$ cat src/rtl/flash_bus_arbiter_pkg.sv
`default_nettype none
// ============================================================================
//  Module      : flash_bus_arbiter_pkg
//  Description : Shared constants and types for the two-port flash-bus
//                arbiter: engine command encodings and the FSM state type.
//  Revision    : 1.0  initial release
// ============================================================================
package flash_bus_arbiter_pkg;

    // Engine direction encodings
    localparam logic FL_CMD_READ  = 1'b0;
    localparam logic FL_CMD_WRITE = 1'b1;

    // Transaction sequencer states
    typedef enum logic [1:0] {
        ST_IDLE  = 2'd0,
        ST_ISSUE = 2'd1,
        ST_WAIT  = 2'd2,
        ST_RESP  = 2'd3
    } fsm_state_t;

    // Round-robin pointer hand-off: after serving a port, favour the other one
    function automatic logic other_port(input logic port);
        return ~port;
    endfunction

endpackage
`default_nettype wire

$ cat src/rtl/flash_bus_arbiter_if.sv
`default_nettype none
// ============================================================================
//  Module      : flash_bus_arbiter_if
//  Description : Requester and flash-bus engine signals of the arbiter,
//                grouped as one bundle. slave = arbiter side,
//                master = requesters/engine side.
//  Revision    : 1.0  initial release
// ============================================================================
interface flash_bus_arbiter_if #(
    parameter int AW = 8,
    parameter int DW = 8
);
    // Requester port 0 (UART command path)
    logic          req0;
    logic          cmd0;
    logic [AW-1:0] addr0;
    logic [DW-1:0] wdat0;
    logic          done0;
    logic          err0;
    // Requester port 1 (display-refresh reader)
    logic          req1;
    logic          cmd1;
    logic [AW-1:0] addr1;
    logic [DW-1:0] wdat1;
    logic          done1;
    logic          err1;
    // Shared read-data return
    logic [DW-1:0] rdat;
    // Flash-bus engine handshake
    logic          fb_start;
    logic          fb_cmd;
    logic [AW-1:0] fb_addr;
    logic [DW-1:0] fb_wdat;
    logic [DW-1:0] fb_rdat;
    logic          fb_done;
    logic          busy;

    modport slave (
        input  req0, cmd0, addr0, wdat0,
        input  req1, cmd1, addr1, wdat1,
        input  fb_rdat, fb_done,
        output done0, err0, done1, err1, rdat,
        output fb_start, fb_cmd, fb_addr, fb_wdat, busy
    );

    modport master (
        output req0, cmd0, addr0, wdat0,
        output req1, cmd1, addr1, wdat1,
        output fb_rdat, fb_done,
        input  done0, err0, done1, err1, rdat,
        input  fb_start, fb_cmd, fb_addr, fb_wdat, busy
    );

endinterface
`default_nettype wire

$ cat src/rtl/flash_arb_rr_pick.sv
`default_nettype none
// ============================================================================
//  Module      : flash_arb_rr_pick
//  Description : Combinational two-way round-robin pick. A lone request
//                always wins; on contention the pointer decides.
//  Revision    : 1.0  initial release
// ============================================================================
module flash_arb_rr_pick (
    input  wire logic i_req0,
    input  wire logic i_req1,
    input  wire logic i_rr_ptr,
    output logic      o_gnt_valid,
    output logic      o_gnt_idx
);

    // Grant index: pointer on contention, otherwise whichever port is asking
    always_comb begin
        o_gnt_valid = i_req0 | i_req1;
        o_gnt_idx   = 1'b0;
        if (i_req0 && i_req1) begin
            o_gnt_idx = i_rr_ptr;
        end else if (i_req1) begin
            o_gnt_idx = 1'b1;
        end
    end

endmodule
`default_nettype wire

$ cat src/rtl/flash_bus_arbiter.sv
`default_nettype none
// ============================================================================
//  Module      : flash_bus_arbiter
//  Description : Shares one flash-bus engine between two requesters.
//                Round-robin grant, operand latch at grant, one engine
//                transaction per grant, done/err pulse back to the owner,
//                and abort of hung transactions on a WAIT timeout.
//  Revision    : 1.0  initial release
// ============================================================================
module flash_bus_arbiter
    import flash_bus_arbiter_pkg::*;
#(
    parameter int AW      = 8,
    parameter int DW      = 8,
    parameter int TIMEOUT = 1024,
    parameter int TW      = 11
) (
    input  wire logic            CLK_50MHZ,
    input  wire logic            RST,
    flash_bus_arbiter_if.slave   bus
);

    localparam logic [TW-1:0] c_TIMEOUT = TW'(TIMEOUT);

    fsm_state_t    r_state;
    fsm_state_t    w_state_nxt;
    logic          r_rr;
    logic          r_owner;
    logic          r_err;
    logic          r_fb_cmd;
    logic [AW-1:0] r_fb_addr;
    logic [DW-1:0] r_fb_wdat;
    logic [DW-1:0] r_rdat;
    logic [TW-1:0] r_timer;

    logic          w_gnt_valid;
    logic          w_gnt_idx;
    logic [TW-1:0] w_timer_inc;
    logic          w_timeout;

    flash_arb_rr_pick u_rr_pick (
        .i_req0      (bus.req0),
        .i_req1      (bus.req1),
        .i_rr_ptr    (r_rr),
        .o_gnt_valid (w_gnt_valid),
        .o_gnt_idx   (w_gnt_idx)
    );

    // Timeout fires on the WAIT cycle whose increment would reach TIMEOUT,
    // so the abort lands exactly TIMEOUT cycles after WAIT entry
    assign w_timer_inc = r_timer + TW'(1);
    assign w_timeout   = (TIMEOUT != 0) && (w_timer_inc == c_TIMEOUT);

    // State register
    always_ff @(posedge CLK_50MHZ or posedge RST) begin
        if (RST) begin
            r_state <= ST_IDLE;
        end else begin
            r_state <= w_state_nxt;
        end
    end

    // Next-state logic; fb_done is only honoured in WAIT
    always_comb begin
        w_state_nxt = r_state;
        case (r_state)
            ST_IDLE:  if (w_gnt_valid) w_state_nxt = ST_ISSUE;
            ST_ISSUE: w_state_nxt = ST_WAIT;
            ST_WAIT:  if (bus.fb_done || w_timeout) w_state_nxt = ST_RESP;
            ST_RESP:  w_state_nxt = ST_IDLE;
            default:  w_state_nxt = ST_IDLE;
        endcase
    end

    // Datapath: operand latch at grant, completion capture, timer, rr update
    always_ff @(posedge CLK_50MHZ or posedge RST) begin
        if (RST) begin
            r_rr      <= 1'b0;
            r_owner   <= 1'b0;
            r_err     <= 1'b0;
            r_fb_cmd  <= FL_CMD_READ;
            r_fb_addr <= '0;
            r_fb_wdat <= '0;
            r_rdat    <= '0;
            r_timer   <= '0;
        end else begin
            case (r_state)
                ST_IDLE: begin
                    if (w_gnt_valid) begin
                        r_owner   <= w_gnt_idx;
                        r_fb_cmd  <= w_gnt_idx ? bus.cmd1  : bus.cmd0;
                        r_fb_addr <= w_gnt_idx ? bus.addr1 : bus.addr0;
                        r_fb_wdat <= w_gnt_idx ? bus.wdat1 : bus.wdat0;
                    end
                end
                ST_ISSUE: begin
                    r_timer <= '0;
                end
                ST_WAIT: begin
                    // A same-cycle fb_done beats the timeout
                    if (bus.fb_done) begin
                        r_rdat <= bus.fb_rdat;
                        r_err  <= 1'b0;
                    end else if (w_timeout) begin
                        r_rdat <= '0;
                        r_err  <= 1'b1;
                    end
                    if (r_timer != c_TIMEOUT) begin
                        r_timer <= w_timer_inc;
                    end
                end
                ST_RESP: begin
                    // Engine-facing operands are parked at zero while idle
                    r_rr      <= other_port(r_owner);
                    r_fb_cmd  <= FL_CMD_READ;
                    r_fb_addr <= '0;
                    r_fb_wdat <= '0;
                end
                default: begin
                    r_timer <= '0;
                end
            endcase
        end
    end

    assign bus.fb_start = (r_state == ST_ISSUE);
    assign bus.fb_cmd   = r_fb_cmd;
    assign bus.fb_addr  = r_fb_addr;
    assign bus.fb_wdat  = r_fb_wdat;
    assign bus.busy     = (r_state != ST_IDLE);
    assign bus.rdat     = r_rdat;
    assign bus.done0    = (r_state == ST_RESP) && !r_owner;
    assign bus.done1    = (r_state == ST_RESP) &&  r_owner;
    assign bus.err0     = bus.done0 && r_err;
    assign bus.err1     = bus.done1 && r_err;

endmodule
`default_nettype wire
$ cat src/flat_wrapper.sv
// flat-port wrapper written by rule: the top's interface ports become plain ports
module flash_bus_arbiter_flat import flash_bus_arbiter_pkg::*;
#(
    parameter int AW      = 8,
    parameter int DW      = 8,
    parameter int TIMEOUT = 1024,
    parameter int TW      = 11
)
  (CLK_50MHZ, RST, bus_req0, bus_cmd0, bus_addr0, bus_wdat0, bus_req1, bus_cmd1, bus_addr1, bus_wdat1, bus_fb_rdat, bus_fb_done, bus_done0, bus_err0, bus_done1, bus_err1, bus_rdat, bus_fb_start, bus_fb_cmd, bus_fb_addr, bus_fb_wdat, bus_busy);
  flash_bus_arbiter_if #(.AW(AW), .DW(DW)) bus_i ();
  input  wire logic CLK_50MHZ;
  input  wire logic RST;
  input wire logic [$bits(bus_i.req0)-1:0] bus_req0;
  input wire logic [$bits(bus_i.cmd0)-1:0] bus_cmd0;
  input wire logic [$bits(bus_i.addr0)-1:0] bus_addr0;
  input wire logic [$bits(bus_i.wdat0)-1:0] bus_wdat0;
  input wire logic [$bits(bus_i.req1)-1:0] bus_req1;
  input wire logic [$bits(bus_i.cmd1)-1:0] bus_cmd1;
  input wire logic [$bits(bus_i.addr1)-1:0] bus_addr1;
  input wire logic [$bits(bus_i.wdat1)-1:0] bus_wdat1;
  input wire logic [$bits(bus_i.fb_rdat)-1:0] bus_fb_rdat;
  input wire logic [$bits(bus_i.fb_done)-1:0] bus_fb_done;
  output wire logic [$bits(bus_i.done0)-1:0] bus_done0;
  output wire logic [$bits(bus_i.err0)-1:0] bus_err0;
  output wire logic [$bits(bus_i.done1)-1:0] bus_done1;
  output wire logic [$bits(bus_i.err1)-1:0] bus_err1;
  output wire logic [$bits(bus_i.rdat)-1:0] bus_rdat;
  output wire logic [$bits(bus_i.fb_start)-1:0] bus_fb_start;
  output wire logic [$bits(bus_i.fb_cmd)-1:0] bus_fb_cmd;
  output wire logic [$bits(bus_i.fb_addr)-1:0] bus_fb_addr;
  output wire logic [$bits(bus_i.fb_wdat)-1:0] bus_fb_wdat;
  output wire logic [$bits(bus_i.busy)-1:0] bus_busy;
  assign bus_i.req0 = bus_req0;
  assign bus_i.cmd0 = bus_cmd0;
  assign bus_i.addr0 = bus_addr0;
  assign bus_i.wdat0 = bus_wdat0;
  assign bus_i.req1 = bus_req1;
  assign bus_i.cmd1 = bus_cmd1;
  assign bus_i.addr1 = bus_addr1;
  assign bus_i.wdat1 = bus_wdat1;
  assign bus_i.fb_rdat = bus_fb_rdat;
  assign bus_i.fb_done = bus_fb_done;
  assign bus_done0 = bus_i.done0;
  assign bus_err0 = bus_i.err0;
  assign bus_done1 = bus_i.done1;
  assign bus_err1 = bus_i.err1;
  assign bus_rdat = bus_i.rdat;
  assign bus_fb_start = bus_i.fb_start;
  assign bus_fb_cmd = bus_i.fb_cmd;
  assign bus_fb_addr = bus_i.fb_addr;
  assign bus_fb_wdat = bus_i.fb_wdat;
  assign bus_busy = bus_i.busy;
  flash_bus_arbiter #(.AW(AW), .DW(DW), .TIMEOUT(TIMEOUT), .TW(TW)) u_core (.CLK_50MHZ(CLK_50MHZ), .RST(RST), .bus(bus_i));
endmodule
$ cat config.mk
export PLATFORM = sky130hd
export DESIGN_NAME = flash_bus_arbiter_flat
export DESIGN_NICKNAME = d
export VERILOG_FILES = /design/src/rtl/flash_bus_arbiter_pkg.sv /design/src/rtl/flash_bus_arbiter_if.sv /design/src/rtl/flash_arb_rr_pick.sv /design/src/rtl/flash_bus_arbiter.sv /design/src/flat_wrapper.sv
export SDC_FILE = /design/constraint.sdc
export NUM_CORES = 1
export LEC_CHECK = 0
export ABC_AREA = 1
export BUFFER_PORTS_ARGS = -buffer_cell sky130_fd_sc_hd__buf_2
export CAP_MARGIN = 40
export CELL_PAD_IN_SITES_DETAIL_PLACEMENT = 1
export CELL_PAD_IN_SITES_GLOBAL_PLACEMENT = 1
export CORE_MARGIN = 5
export CORE_UTILIZATION = 36
export CTS_BUF_LIST = sky130_fd_sc_hd__clkbuf_4 sky130_fd_sc_hd__clkbuf_8
export CTS_CLUSTER_DIAMETER = 200
export CTS_CLUSTER_SIZE = 16
export DETAILED_ROUTE_END_ITERATION = 10
export GPL_ROUTABILITY_DRIVEN = 0
export PLACE_DENSITY_LB_ADDON = 0.25
export RECOVER_POWER = 25
export SKIP_LAST_GASP = 1
export SYNTH_ARGS = -nofsm -noshare
export SYNTH_HDL_FRONTEND = slang
export SYNTH_SLANG_ARGS = --single-unit
$ cat constraint.sdc
create_clock -name CLK_50MHZ -period 2.2 [get_ports CLK_50MHZ]
set_input_delay 0.44 -clock CLK_50MHZ [delete_from_list [all_inputs] [get_ports CLK_50MHZ]]
set_output_delay 0.44 -clock CLK_50MHZ [all_outputs]
set_load 0.05 [all_outputs]
==> results of run 1 <==
-- worst register-to-register path: cells and delay by family, from the launching register on --
kind	cells	cell delay, ns
compound gates	2	0.57
flops	1	0.42
simple gates	1	0.39
fa+ha+maj	1	0.23
buf+inv	2	0.19
-- cell families after synthesis --
kind of cell	synth area share, %
simple gates	26.6
flops	47.3
fa+ha+maj	3.46
compound gates	12.7
buf+inv	9.86
-- stage by stage --
stage | setup WS, ns | power (mW) | utilization [%] | area, sq um
after floorplan | 0.0506 | 2.73 | - | 2170
after global placement | 0.314 | 3.21 | 45.1 | 2660
after detailed placement | 0.288 | 3.27 | 45.1 | 2660
after CTS | 0.194 | 3.93 | 47.2 | 2780
after global routing | 0.110 | 4.13 | 47.1 | 2770
final | 0.241 | 3.86 | 47.1 | 2770
-- metal layers --
| metal | vias up | share of wire, % |
|---|---|---|
| met5 | - | 0 |
| met4 | 0 | 0.89 |
| met3 | 5 | 4.9 |
| met2 | 40 | 51 |
| met1 | 992 | 44 |
| li1 | 1045 | - |
-- power groups by stage --
stage                     registers [mW]  clock network, mW  logic [mW]
after floorplan                     1.79                  0       0.934
after global placement              1.18                  0        2.04
after detailed placement            1.19                  0        2.09
after CTS                           1.18              0.663        2.09
after global routing                1.21              0.693        2.24
final                               1.17              0.639        2.05
-- sequential cells by signal (all words and copies together) (netlist names) --
signal              count
u_core.bus.fb_cmd       1
u_core.r_state          2
u_core.bus.fb_wdat      8
u_core.r_rr             1
u_core.r_err            1
u_core.r_owner          1
u_core.r_timer         11
u_core.bus.rdat         8
u_core.bus.fb_addr      8
-- placed cells by master, fill, tap and decap left out, drive strengths merged --
master  netlist  routed
a21oi         4       4
buf           3      81
bufinv        0       1
clkbuf        4       8
clkinv        1       1
dfrtp        41      41
ha            6       6
inv          48      48
nand2        68      68
nand3        17      17
nand4         4       4
nor2         46      46
nor3          1       1
o21a          1       1
o21ai         8       8
o22ai         5       5
o31ai         1       1
o32ai        18      18
-- worst paths after layout --
kind	to	cells after the start
min	u_core.bus.rdat[0]	3
max in group asynchronous	u_core.bus.rdat[7]	3
min reg2reg	u_core.bus.rdat[7]	2
max reg2reg	u_core.bus.fb_addr[6]	6
max	bus_err0	4
min in group asynchronous	u_core.r_timer[6]	3
-- area by class of cell --
cell class,count,share of cell area (%)
Multi-Input combinational cell,179,33.5
Inverter,49,6.63
Tap cell,75,3.38
Clock buffer,7,3.25
Sequential cell,41,37.0
Clock inverter,1,1.08
Timing Repair Buffer,82,15.2
==> run_results.csv, run 1 <==
group,metric,value,unit
outcome,status,"completed",
yosys,synth_seq_cells,41,
global_route,grtUsageTotal,15.9,%
pwr,p_seq_share,30.3,%
global_route,busiest_layer,"met2",
sta,slew_headroom,31.2,%
sta,setup_viol_count_final,0,
critical_path,slowest_stage,"dfrtp_1",
clock_tree,post_cts.repair.setup_buffers,0,
yosys,yosysMostFrequentCell,"nand2_1",
pwr,ir_drop,0.779,mV
critical_path,crit_path_max_incr_delay,0.41,ns
layout,fillers,736,
yosys,yosysTopAreaCell,"dfrtp_1",
critical_path,critPathMaxFanout,4,
route,vias,2082,
sta,finalCriticalPeriod,1.96,ns
global_route,antenna_found_initial,0,
critical_path,critPathBufInv,2,
yosys,synth_top_area_share,47.3,%
pwr,powerDensity,1390,nW/um^2
critical_path,reg2reg_from,"u_core.r_state[0]",
sta,fin_crit_sh,89.0,%
clock_tree,cts_resized,0,
sta,hold_ws,0.351,ns
global_route,grt_use_met2,27.7,%
pwr,p_comb_share,53.2,%
layout,synthToLayoutAreaGrowth,27.9,%
critical_path,setup.worst_path.start,"u_core.r_state[0]",
sta,setup_tns,0,ns
layout,drive_gt1_share,28.4,%
global_route,grt_first_pass_wirelength,9.67,mm
global_route,global_route.usage.met1,19.7,%
yosys,syn_avg_cell_area,7.86,sq um
global_route,grt_overflow,0,
die,num_rows,28,
yosys,synth_top_flop_cell,"dfrtp_1",
die,dieArea,7680,sq um
placed_design,placed_cells,426,
die,start_util,36.9,%
pwr,internal_power,1.94,mW
placed_design,port_buffers,77,
pwr,switching_power,1.92,mW
clock_tree,clk_path_buf_depth,2,
pwr,p_leak,1.50,nW
route,drt_first_pass_iters,4,
pwr,p_sw_share,49.8,%
clock_tree,cts-root-buf,"clkbuf_8",
yosys,synthTopCellsByArea,"dfrtp_1, nand2_1, inv_1",
die,coreArea,5890,sq um
yosys,synth_fp_nets,329,
sta,worst_pin_slew,1.03,ns
yosys,ys_seq_area_share,47.3,%
layout,final_nets,411,
clock_tree,cts_tree,"built",
sta,fin_skew,0.00697,ns
global_route,grt_pass1_vias,2164,
yosys,async_flop_share,100,%
worst_hold_path,holdCritStartpoint,"bus_fb_rdat[0]",
job,cap_violations,0,
route,drc_errors,0,
critical_path,cp-end-kind,"output port",
clock_tree,path_clk_slew,0.07,ns
layout,register_area,1030,sq um
clock_tree,clk_latency,0.29,ns
sta,hold_violations,0,
yosys,ys_warn_count,0,
critical_path,cp.arrival,1.52,ns
critical_path,required,1.76,ns
critical_path,cp-start-kind,"register",
yosys,syn_area,2170,sq um
die,die_width,87.6,microns
sta,slew_viol_final,0,
yosys,synth-edff-count,0,
sta,fmax,511,MHz
worst_hold_path,hp-class,"in -> reg",
critical_path,crit_family,"flip-flops",
route,post_drt_wl_per_cell,13.7,microns
yosys,syn_inst,276,
clock_tree,clock-sinks,41,
layout,multiInputGateArea,930,sq um
route,vias_per_cell,4.80,
clock_tree,cts_buffers,5,
yosys,yosys-top-cells-count,"nand2_1, inv_1, nor2_1, dfrtp_1, o32ai_1",
die,io_pins,78,
route,drt_iter0_markers,42,
global_route,grt_max_degree,42,
die,die_y,87.6,microns
yosys,synth_cell_types,27,
route,routed_wl,5.94,mm
clock_tree,cts_hold_buffers,0,
route,antenna_left,0,
clock_tree,htreeDepth,2,
pwr,pwr-share-clk,16.6,%
critical_path,r2r_setup_slack,0.29,ns
placed_design,detailed_place_hpwl,4.64,mm
critical_path,path_class,"reg -> out",
layout,diodes,0,
global_route,grt_use_met3,4.05,%
sta,rsz0062_at_grt,"false",
layout,final_cells,434,
critical_path,critical_path.cell_chain,"ha_1, inv_1, nor3_1, buf_2",
Note: power is estimated with default switching activity, not from simulation.
==> run 2, diff against run 1 <==
- GPL_TIMING_DRIVEN: unset -> 0
- SLEW_MARGIN: unset -> 10
==> run 2 against run 1 <==
Compared with the run above: clock-buffer cell count is the same; critical endpoint is now u_core.bus.fb_wdat[0]; sequential share of layout area is essentially flat; total power grew 0.73%; via count grew 2.4%; final area is essentially flat; critical path depth grew 3; final cell count grew 0.69%; global-route usage grew 0.64 points; first-iteration DRC count grew 69%; die area is the same; register-to-register slack lost 0.04 ns.
==> run_results.csv, run 2 (synthesis results as in run 1) <==
group,metric,value,unit
sta,worst_pin_slew,0.785,ns
critical_path,r2r_setup_slack,0.25,ns
route,vias_per_cell,4.88,
critical_path,cp.arrival,2.10,ns
critical_path,reg2reg_depth,7,
outcome,status,"completed",
sta,setup_viol_count_final,0,
critical_path,r2r_end,"u_core.bus.fb_wdat[0]",
pwr,ir_drop,0.757,mV
route,antenna_left,0,
route,drt_first_pass_iters,4,
die,die_y,87.6,microns
clock_tree,path_clk_slew,0.08,ns
layout,synthToLayoutAreaGrowth,27.9,%
critical_path,slowest_stage,"buf_1",
critical_path,required,2.35,ns
pwr,p_leak,1.50,nW
route,drt_iter0_markers,71,
clock_tree,cts_buffers,5,
global_route,grt_overflow,0,
clock_tree,htreeDepth,2,
route,post_drt_wl_per_cell,14.0,microns
layout,diodes,0,
die,die_width,87.6,microns
critical_path,crit_family,"buffers and inverters",
clock_tree,clock-sinks,41,
clock_tree,cts_tree,"built",
critical_path,path_class,"reg -> reg",
sta,slew_viol_final,0,
clock_tree,post_cts.repair.setup_buffers,0,
clock_tree,cts-root-buf,"clkbuf_8",
global_route,grt_first_pass_wirelength,10.1,mm
sta,hold_ws,0.125,ns
sta,fmax,514,MHz
global_route,antenna_found_initial,0,
die,io_pins,78,
layout,regMostFlops,"u_core.r_timer",
sta,fin_skew,0.00809,ns
clock_tree,clk_latency,0.30,ns
job,cap_violations,0,
global_route,grtUsageTotal,16.5,%
sta,finalCriticalPeriod,1.95,ns
pwr,powerDensity,1400,nW/um^2
critical_path,critPathMaxFanout,10,
sta,hold_violations,0,
layout,final_common_cell,"buf_2",
layout,largest_reg_flops,11,
worst_hold_path,hp-class,"in -> async",
clock_tree,cts_resized,0,
sta,slew_headroom,47.7,%
critical_path,crit_path_max_incr_delay,0.43,ns
clock_tree,clk_path_buf_depth,2,
die,coreArea,5890,sq um
placed_design,port_buffers,77,
global_route,grt_max_degree,32,
clock_tree,cts_hold_buffers,0,
die,start_util,36.9,%
layout,drive_gt1_share,28.2,%
global_route,grt_pass1_vias,2269,
layout,final_nets,414,
route,drc_errors,0,
critical_path,reg2reg_from,"u_core.r_state[0]",
sta,rsz0062_at_grt,"false",
placed_design,detailed_place_hpwl,4.74,mm
critical_path,critical_path.cell_chain,"inv_1, ha_1, nand3_1, o21a_1, clkbuf_2, buf_1, o32ai_1",
critical_path,cp-end-kind,"register",
sta,fin_crit_sh,88.5,%
critical_path,critPathBufInv,3,
critical_path,cp-start-kind,"register",
route,routed_wl,6.13,mm
route,vias,2132,
sta,setup_tns,0,ns
layout,layout_common_cells,"buf_2, nand2_1, inv_1, nor2_1, dfrtp_1",
die,num_rows,28,
die,dieArea,7680,sq um
==> run 2: power breakdown <==
part,switching (mW),internal [mW],leakage [nW]
clock,0.272,0.383,0.0619
sequential,0.159,1.01,0.532
combinational,1.53,0.535,0.904
==> run 2: area by class of cell <==
class	count	area, sq um
flip-flops and latches	41	1030
repair buffers	78	390
multi-input cells	179	930
inverters	49	184
fillers	777	3110
plain buffers	7	31.3
clock inverters	1	30.0
well taps	75	93.8
clock buffers	7	90.1
==> run 2: per-layer routing <==
metal / global-route usage (%) / part of all wire, % / up-vias
met4: 4.60 / 0.78 / 0
met1: 20.5 / 44 / 1027
met5: 0 / 0 / -
met2: 28.9 / 51 / 44
li1: - / - / 1056
met3: 3.57 / 3.9 / 5
==> run 2: how the worst max path moves through the flow <==
stage	from	end	slack [ns]	cells after the start
final	u_core.r_state[0]	u_core.bus.fb_wdat[0]	0.25	7
after CTS	u_core.r_state[0]	u_core.bus.fb_addr[3]	0.19	7
after global routing	u_core.r_state[1]	u_core.bus.fb_addr[0]	0.05	7
after floorplan	u_core.r_state[0]	bus_err0	0.05	3
after global placement	RST	u_core.bus.rdat[0]	0.14	2
after detailed placement	u_core.r_state[0]	u_core.bus.fb_addr[3]	0.19	7
==> run 2: metrics by stage <==
step                      power [mW]  instances  instance area, sq um  setup WS, ns  util [%]
after floorplan                 2.73        276                  2170        0.0506         -
after global placement          3.22        428                  2650         0.144      45.0
after detailed placement        3.28        429                  2670         0.190      45.3
after CTS                       3.94        437                  2790         0.191      47.4
after global routing            4.16        437                  2780        0.0500      47.2
final                           3.89        437                  2780         0.253      47.2
==> run 3, diff against run 2 <==
- CORE_ASPECT_RATIO: unset -> 1.5
- SETUP_SLACK_MARGIN: unset -> 0.02
==> run 3 against run 2 <==
Compared with the run above: non-clock buffer count unchanged; sequential cell count is the same; sequential power barely moved; combinational power barely moved; clock power increased by 1%; via count increased by 0.28%; total power rose by 0.30%.
==> run_results.csv, run 3 (synthesis results as in run 1) <==
group,metric,value,unit
sta,rsz0062_at_grt,"false",
layout,fillers,757,
layout,register_area,1030,sq um
pwr,p_leak,1.51,nW
sta,slew_headroom,14.8,%
clock_tree,clk_path_buf_depth,2,
sta,hold_ws,0.186,ns
critical_path,r2r_setup_slack,0.25,ns
global_route,grt_pass1_vias,2359,
global_route,grtUsageTotal,17.1,%
sta,worst_pin_slew,1.28,ns
die,coreArea,5830,sq um
global_route,grt_overflow,0,
placed_design,port_buffers,77,
sta,fin_crit_sh,88.5,%
layout,largest_reg_flops,11,
sta,fin_skew,0.00752,ns
layout,regMostFlops,"u_core.r_timer",
clock_tree,cts_tree,"built",
clock_tree,clk_latency,0.29,ns
layout,drive_gt1_share,27.9,%
clock_tree,htreeDepth,2,
critical_path,cp-start-kind,"register",
global_route,antenna_found_initial,0,
job,cap_violations,0,
route,routed_wl,6.28,mm
route,vias,2138,
worst_hold_path,hp-class,"in -> async",
pwr,internal_power,1.93,mW
clock_tree,cts-root-buf,"clkbuf_8",
clock_tree,cts_resized,0,
critical_path,required,2.38,ns
die,num_rows,34,
sta,fmax,514,MHz
pwr,p_seq_share,30.0,%
route,post_drt_wl_per_cell,14.5,microns
clock_tree,post_cts.repair.setup_buffers,0,
critical_path,cp.arrival,2.13,ns
route,drt_iter0_markers,69,
die,dieArea,7710,sq um
die,io_pins,78,
pwr,switching_power,1.98,mW
pwr,ir_drop,0.769,mV
route,drt_first_pass_iters,4,
clock_tree,cts_hold_buffers,0,
route,drc_errors,0,
pwr,p_comb_share,53.0,%
sta,slew_viol_final,0,
critical_path,critPathMaxFanout,10,
layout,final_nets,414,
sta,hold_violations,0,
critical_path,path_class,"reg -> reg",
clock_tree,path_clk_slew,0.09,ns
pwr,powerDensity,1400,nW/um^2
pwr,p_sw_share,50.6,%
layout,final_common_cell,"buf_2",
pwr,pwr-share-clk,17.0,%
clock_tree,cts_buffers,5,
placed_design,detailed_place_hpwl,4.92,mm
route,antenna_left,0,
critical_path,cp-end-kind,"register",
sta,setup_viol_count_final,0,
layout,layout_common_cells,"buf_2, nand2_1, inv_1, nor2_1, dfrtp_1",
global_route,grt_max_degree,28,
sta,setup_tns,0,ns
layout,multiInputGateArea,930,sq um
outcome,status,"completed",
global_route,grt_first_pass_wirelength,10.6,mm
die,die_width,73.4,microns
clock_tree,clock-sinks,41,
die,start_util,37.2,%
layout,diodes,0,
die,die_y,105,microns
layout,synthToLayoutAreaGrowth,28.1,%
sta,finalCriticalPeriod,1.95,ns
route,vias_per_cell,4.93,
run 3: cell count changes in the layout (fill, tap and decap cells not counted), sizes merged:
cell	delta
clkbuf	-1
dlymetal6s2s	+1
run 3: area by class of cell:
class,instances,area share [%]
clock buffers,7,3.24
multi-input cells,179,33.5
well taps,72,3.24
plain buffers,7,1.13
flip-flops and latches,41,36.9
repair buffers,78,14.3
inverters,49,6.62
clock inverters,1,1.08
run 3: path summary, 6_finish.rpt:
check,start,endpoint,cells past startpoint
min in group CLK_50MHZ,bus_fb_rdat[7],u_core.bus.rdat[7],3
max in group asynchronous,RST,u_core.bus.fb_wdat[0],3
min,RST,u_core.bus.rdat[0],2
max,u_core.r_state[0],u_core.bus.fb_wdat[1],7
min reg2reg,u_core.bus.rdat[3],u_core.bus.rdat[3],2
max reg2reg,u_core.r_state[0],u_core.bus.fb_wdat[1],7
run 3: power by group through the flow:
stage / sequential (mW) / clock, mW / combinational [mW]
6_report: 1.17 / 0.662 / 2.07
5_1_grt: 1.21 / 0.705 / 2.25
4_1_cts: 1.18 / 0.675 / 2.10
3_5_place_dp: 1.19 / 0 / 2.10
3_3_place_gp: 1.18 / 0 / 2.05
2_1_floorplan: 1.79 / 0 / 0.934
run 3: metal layers:
layer	up-vias	part of all wire, %	track usage [%]
li1	1051	-	-
met5	-	0	0
met2	48	56	32.9
met1	1032	38	17.7
met4	0	1.0	4.27
met3	7	5.0	4.13
run 3: worst max-delay path: stages (launching register included):
cell and delay [ns]:
dfrtp_1 0.43, inv_1 0.10, ha_1 0.21, inv_1 0.09
a21oi_1 0.16, nand2_1 0.23, clkbuf_2 0.27, o32ai_1 0.35
run 3: metrics by stage:
step	utilization [%]	setup WS [ns]	instances	total power [mW]	area (sq um)
CTS	47.8	0.175	434	3.96	2790
finish	47.7	0.253	434	3.90	2780
global placement	45.4	0.147	425	3.23	2650
floorplan	-	0.0506	276	2.73	2170
global route	47.7	0.0625	434	4.16	2780
detailed placement	45.7	0.188	426	3.28	2670
